### src/rtl/led_scan_display_pkg.sv
// Shared types and constants for the LED scan display: segment/code types and the hex glyph table.
package led_pkg;

  typedef logic [7:0] seg_t;
  typedef logic [4:0] code_t;

  localparam seg_t  SEG_OFF    = 8'hFF;
  localparam code_t BLANK_CODE = 5'h1F;

  // Active-low {a,b,c,d,e,f,g,dp}, dp held off; index is the hex value.
  localparam seg_t GLYPHS [16] = '{
    8'b00000011, 8'b10011111, 8'b00100101, 8'b00001101,
    8'b10011001, 8'b01001001, 8'b01000001, 8'b00011111,
    8'b00000001, 8'b00001001, 8'b00010001, 8'b11000001,
    8'b01100011, 8'b10000101, 8'b01100001, 8'b01110001
  };

endpackage

### src/rtl/led_scan_display_seg7_decode.sv
// Combinational 5-bit digit code to active-low segment decoder; codes 0x10-0x1F are blank.
module seg7_decode
  import led_pkg::*;
(
  input  code_t code,
  output seg_t  seg
);

  always_comb begin
    seg = SEG_OFF;
    if (!code[4]) seg = GLYPHS[code[3:0]];
  end

endmodule

### src/rtl/led_scan_display.sv
// Time-multiplexed N-digit common-anode 7-segment driver with per-frame snapshot (tear-free).
// Optional digit blinking is compiled in when LED_SCAN_BLINK_EN is defined.
module led_scan_display
  import led_pkg::*;
#(
  parameter int DIGITS      = 8,
  parameter int SCAN_DIV    = 20000,
`ifdef LED_SCAN_BLINK_EN
  parameter int BLINK_SLOTS = 400,
`endif
  parameter int IDX_W       = $clog2(DIGITS)
) (
  input  logic                  clk,
  input  logic                  rst_n,
  input  logic                  en,
  input  logic [DIGITS*5-1:0]   data,
  input  logic [DIGITS-1:0]     dp,
`ifdef LED_SCAN_BLINK_EN
  input  logic [DIGITS-1:0]     blink_mask,
`endif
  output logic [DIGITS-1:0]     led_en,
  output logic [7:0]            led_cx,
  output logic                  frame_tick
);

  localparam int DIV_W = $clog2(SCAN_DIV);

  logic [DIV_W-1:0]      div_cnt;
  logic [IDX_W-1:0]      idx;
  logic [DIGITS*5-1:0]   shadow_data;
  logic [DIGITS-1:0]     shadow_dp;
  logic                  rearm;
  logic                  tc;
  logic                  last_digit;
  code_t                 cur_code;
  logic                  cur_dp;
  seg_t                  glyph;
  logic                  blink_dark;

  assign tc         = (div_cnt == DIV_W'(SCAN_DIV - 1));
  assign last_digit = (idx == IDX_W'(DIGITS - 1));
  assign cur_code   = shadow_data[int'(idx)*5 +: 5];
  assign cur_dp     = shadow_dp[idx];

  seg7_decode u_decode (
    .code (cur_code),
    .seg  (glyph)
  );

`ifdef LED_SCAN_BLINK_EN
  localparam int BLINK_W = $clog2(BLINK_SLOTS) + 1;

  logic [BLINK_W-1:0] blink_cnt;
  logic               blink_phase;

  always_ff @(posedge clk) begin
    if (!rst_n || !en) begin
      blink_cnt   <= '0;
      blink_phase <= 1'b0;
    end else if (frame_tick) begin
      if (blink_cnt == BLINK_W'(BLINK_SLOTS - 1)) begin
        blink_cnt   <= '0;
        blink_phase <= ~blink_phase;
      end else begin
        blink_cnt <= blink_cnt + BLINK_W'(1);
      end
    end
  end

  assign blink_dark = blink_phase & blink_mask[idx];
`else
  assign blink_dark = 1'b0;
`endif

  // rearm marks that the next enabled edge must take a fresh snapshot before anything is lit.
  always_ff @(posedge clk) begin
    if (!rst_n) begin
      div_cnt     <= '0;
      idx         <= '0;
      shadow_data <= {DIGITS{BLANK_CODE}};
      shadow_dp   <= '0;
      led_en      <= '1;
      led_cx      <= SEG_OFF;
      frame_tick  <= 1'b0;
      rearm       <= 1'b1;
    end else if (!en) begin
      div_cnt    <= '0;
      idx        <= '0;
      led_en     <= '1;
      led_cx     <= SEG_OFF;
      frame_tick <= 1'b0;
      rearm      <= 1'b1;
    end else if (rearm) begin
      shadow_data <= data;
      shadow_dp   <= dp;
      frame_tick  <= 1'b1;
      rearm       <= 1'b0;
      div_cnt     <= '0;
      idx         <= '0;
      led_en      <= '1;
      led_cx      <= SEG_OFF;
    end else begin
      led_en     <= ~(DIGITS'(1) << idx);
      led_cx     <= (cur_code[4] || blink_dark) ? SEG_OFF : {glyph[7:1], glyph[0] & ~cur_dp};
      frame_tick <= 1'b0;
      if (tc) begin
        div_cnt <= '0;
        if (last_digit) begin
          idx         <= '0;
          shadow_data <= data;
          shadow_dp   <= dp;
          frame_tick  <= 1'b1;
        end else begin
          idx <= idx + IDX_W'(1);
        end
      end else begin
        div_cnt <= div_cnt + DIV_W'(1);
      end
    end
  end

endmodule

### config.mk
export PLATFORM = sky130hd
export DESIGN_NAME = led_scan_display
export DESIGN_NICKNAME = d
export VERILOG_FILES = /design/src/rtl/led_scan_display_pkg.sv /design/src/rtl/led_scan_display_seg7_decode.sv /design/src/rtl/led_scan_display.sv
export SDC_FILE = /design/constraint.sdc
export NUM_CORES = 1
export LEC_CHECK = 0
export ABC_CLOCK_PERIOD_IN_PS = 3520
export CORE_MARGIN = 2
export CORE_UTILIZATION = 45
export CTS_BUF_LIST = sky130_fd_sc_hd__clkbuf_8
export DETAILED_ROUTE_END_ITERATION = 10
export PLACE_DENSITY = 0.7
export REMOVE_ABC_BUFFERS = 1
export SYNTH_ARGS = -nofsm -noshare
export SYNTH_HDL_FRONTEND = slang
export SYNTH_HIERARCHICAL = 1
export SYNTH_SLANG_ARGS = --single-unit
### constraint.sdc
create_clock -name clk -period 3.52 [get_ports clk]
set_input_delay 0.352 -clock clk [delete_from_list [all_inputs] [get_ports clk]]
set_output_delay 0.352 -clock clk [all_outputs]
set_load 0.02 [all_outputs]
==> flow_metrics.env <==
export IMPL_max_vdd_ir_drop_v=0.0002277
export IMPL_multi_input_area_mm2=0.001851
export IMPL_relSlewSlack_pct=47.46
export IMPL_min_period_ns=2.895
export IMPL_synthCells=415
export IMPL_required_ns=3.75
export IMPL_wl_um=7781
export IMPL_grt_pass1_vias=2557
export IMPL_drive_gt1_share_pct=7.757
export IMPL_fin_cells=582
export IMPL_ant_nets=0
export IMPL_start_kind="register"
export IMPL_post_cts_buffers=0
export IMPL_grt_first_pass_wirelength_um=12390
export IMPL_ios=68
export IMPL_final_nets=537
export IMPL_grt_setup_unrepaired="no"
export IMPL_power_frac_seq_pct=52.4
export IMPL_antenna_found_initial=0
export IMPL_fin_skew_ns=0.01041
export IMPL_cts_tree="built"
export IMPL_grt_ovfl_total=0
export IMPL_fillerInstances=721
export IMPL_final_max_slew_violation_count=0
export IMPL_gp_congestion=0.8278
export IMPL_final_common_cell="nand2_1"
export IMPL_yosysSeqAreaShare_pct=45.62
export IMPL_path_clk_slew_ns=0.09
export IMPL_leakage_uw=0.001843
export IMPL_fmax_mhz=345.4
export IMPL_num_vias=3012
export IMPL_vias_per_cell=5.175
export IMPL_die_h_um=94.51
export IMPL_place_inst=566
export IMPL_cp_arrival_ns=3.13
export IMPL_rows=33
export IMPL_initial_core_util_pct=45.55
export IMPL_switching_power_uw=487.8
export IMPL_hold_class="in2reg"
export IMPL_cts_root_buf="clkbuf_8"
export IMPL_cts_path_max_buffers=2
export IMPL_postCtsHoldBufs=0
export IMPL_grt_max_degree=58
export IMPL_core_area_mm2=0.008093
export IMPL_finalPower_uw=1945
export IMPL_dr_pass1_iters=4
export IMPL_cp_max_fo=12
export IMPL_tightest_slew_ns=0.7771
export IMPL_fin_tns_setup_ns=0
export IMPL_sw_frac_of_total_pct=25.08
export IMPL_seqCellArea_mm2=0.001682
export IMPL_drc=0
export IMPL_wire_per_inst_um=13.37
export IMPL_clkLatencyLatePin_ns=0.35
export IMPL_avgSynthCellArea_um2=8.882
export IMPL_syn2layout_area_growth_pct=25.29
export IMPL_finalCritPeriodShare_pct=82.25
export IMPL_path_class="reg2reg"
export IMPL_finalSetupViolCount=0
export IMPL_hpwl_um=5553
export IMPL_pwr_share_comb_pct=10.9
export IMPL_yosysWarningCount=6
export IMPL_clkPwrFrac_pct=36.7
export IMPL_htreeDepth=3
export IMPL_grt_use_total_pct=17.89
export IMPL_die_x_um=94.51
export IMPL_mostFrequentLayoutCells="nand2_1, dfxtp_1, clkdlybuf4s50_1"
export IMPL_drt_iter0_drc=132
export IMPL_cts_repair_resize_count=0
export IMPL_maxCapViolCount=0
export IMPL_cellPowerDensity_mw_per_mm2=421.2
export IMPL_cts_buffers=9
export IMPL_synth_ff_latch_count=84
export IMPL_p_int_uw=1457
export IMPL_status="completed"
export IMPL_die_area_mm2=0.008931
export IMPL_finalHoldViolCount=0
export IMPL_synth_cell_type_count=40
export IMPL_numPortBuffers=67
export IMPL_syn_area_mm2=0.003686
export IMPL_clock_sinks=84
export IMPL_cp_end_kind="register"
export IMPL_diodes=0
-- power by group through the flow --
stage	Sequential (uW)	Combinational, uW	Clock, uW
floorplan	1030	117	0
global placement	1040	207	0
detailed placement	1040	212	0
CTS	1020	213	726
global route	1020	236	765
finish	1020	212	714
-- layer usage --
metal  global-route usage (%)  part of all wire [%]
met3                    4.469                   5.2
met4                    5.072                   1.1
met2                    28.57                    46
met1                    24.17                    47
met5                        0                     0
-- layout make-up --
cell class                 instances  area share (%)
clock buffer                      10           2.980
clock inverter                     6           1.544
inverter                           8          0.6502
multi-input combinational        297           40.07
sequential                        84           36.41
tap                              105           2.845
timing repair buffer              72           15.50
-- worst max-delay path: stages (launching register included) --
cell and delay [ns]:
dfxtp_1 0.47, buf_12 0.19, mux4_2 0.51, nand2_1 0.08
nand2_1 0.16, inv_1 0.19, ha_1 0.24, or2_1 0.24
a311o_1 0.34, or3_1 0.36
-- synth_stat cells --
library cell	number	area (um^2)
a211o_1	1	8.760
a211oi_1	1	7.510
a221o_1	2	20.02
a311o_1	2	20.02
a32oi_1	2	17.52
a41o_1	1	10.01
a41oi_1	1	8.760
and2_1	3	18.77
and3_2	1	7.510
and4_1	3	26.28
buf_1	1	3.750
buf_2	9	45.04
buf_4	3	22.52
buf_6	3	33.78
clkbuf_1	10	37.54
conb_1	1	3.750
dfxtp_1	84	1682
ha_1	14	175.2
inv_1	8	30.03
mux2_1	2	22.52
mux2_4	1	15.01
mux2i_1	5	50.05
mux4_1	2	52.55
mux4_2	10	225.2
nand2_1	115	431.7
nand2b_1	2	12.51
nand2b_2	1	8.760
nand3_1	63	315.3
nand4_1	4	25.02
nor2_1	25	93.84
nor2b_1	2	12.51
nor3_1	3	15.01
nor4_1	5	31.28
nor4b_1	2	17.52
o221ai_1	1	8.760
or2_1	1	6.260
or2_2	1	6.260
or3_1	7	43.79
xnor2_1	11	96.34
xor2_1	2	17.52
-- per-stage QoR --
| stage | hold WS (ns) | setup slack (ns) | util, % | area [um^2] |
|---|---|---|---|---|
| final | 0.2640 | 0.6248 | 57.07 | 4618 |
| after global routing | 0.2431 | 0.4235 | 57.07 | 4618 |
| after CTS | 0.2532 | 0.6124 | 57.07 | 4618 |
| after detailed placement | 0.4439 | 0.6427 | 54.48 | 4409 |
| after global placement | 0.4373 | 0.7222 | 54.48 | 4409 |
| after floorplan | 0.4238 | 0.08651 | - | 3543 |
-- cell families after synthesis --
kind of cell | count (synthesis) | share of synthesized area [%]
and+or+nand+nor | 238 | 29.09
muxes | 20 | 9.912
DFF | 84 | 45.62
buffers and inverters | 34 | 4.684
AOI/OAI and AO/OA | 11 | 2.750
other | 1 | 0.1017
xor gates and xnor gates | 13 | 3.089
adders and majority gates | 14 | 4.752
-- flip-flops by register name, indices dropped and copies added, names as in the netlist --
register and flops:
shadow_data 40, div_cnt 15, led_cx 8, led_en 8
shadow_dp 8, idx 3, frame_tick 1, rearm 1
-- final timing paths --
check	startpoint	end	slack, ns	cells past startpoint
worst max register to register	idx[0]	led_cx[6]	0.62	9
worst max-delay path	idx[0]	led_cx[6]	0.62	9
worst min register to register	shadow_dp[2]	shadow_dp[2]	0.46	2
worst min-delay path	rst_n	rearm	0.26	2
Power figures use the tool's default switching activity.
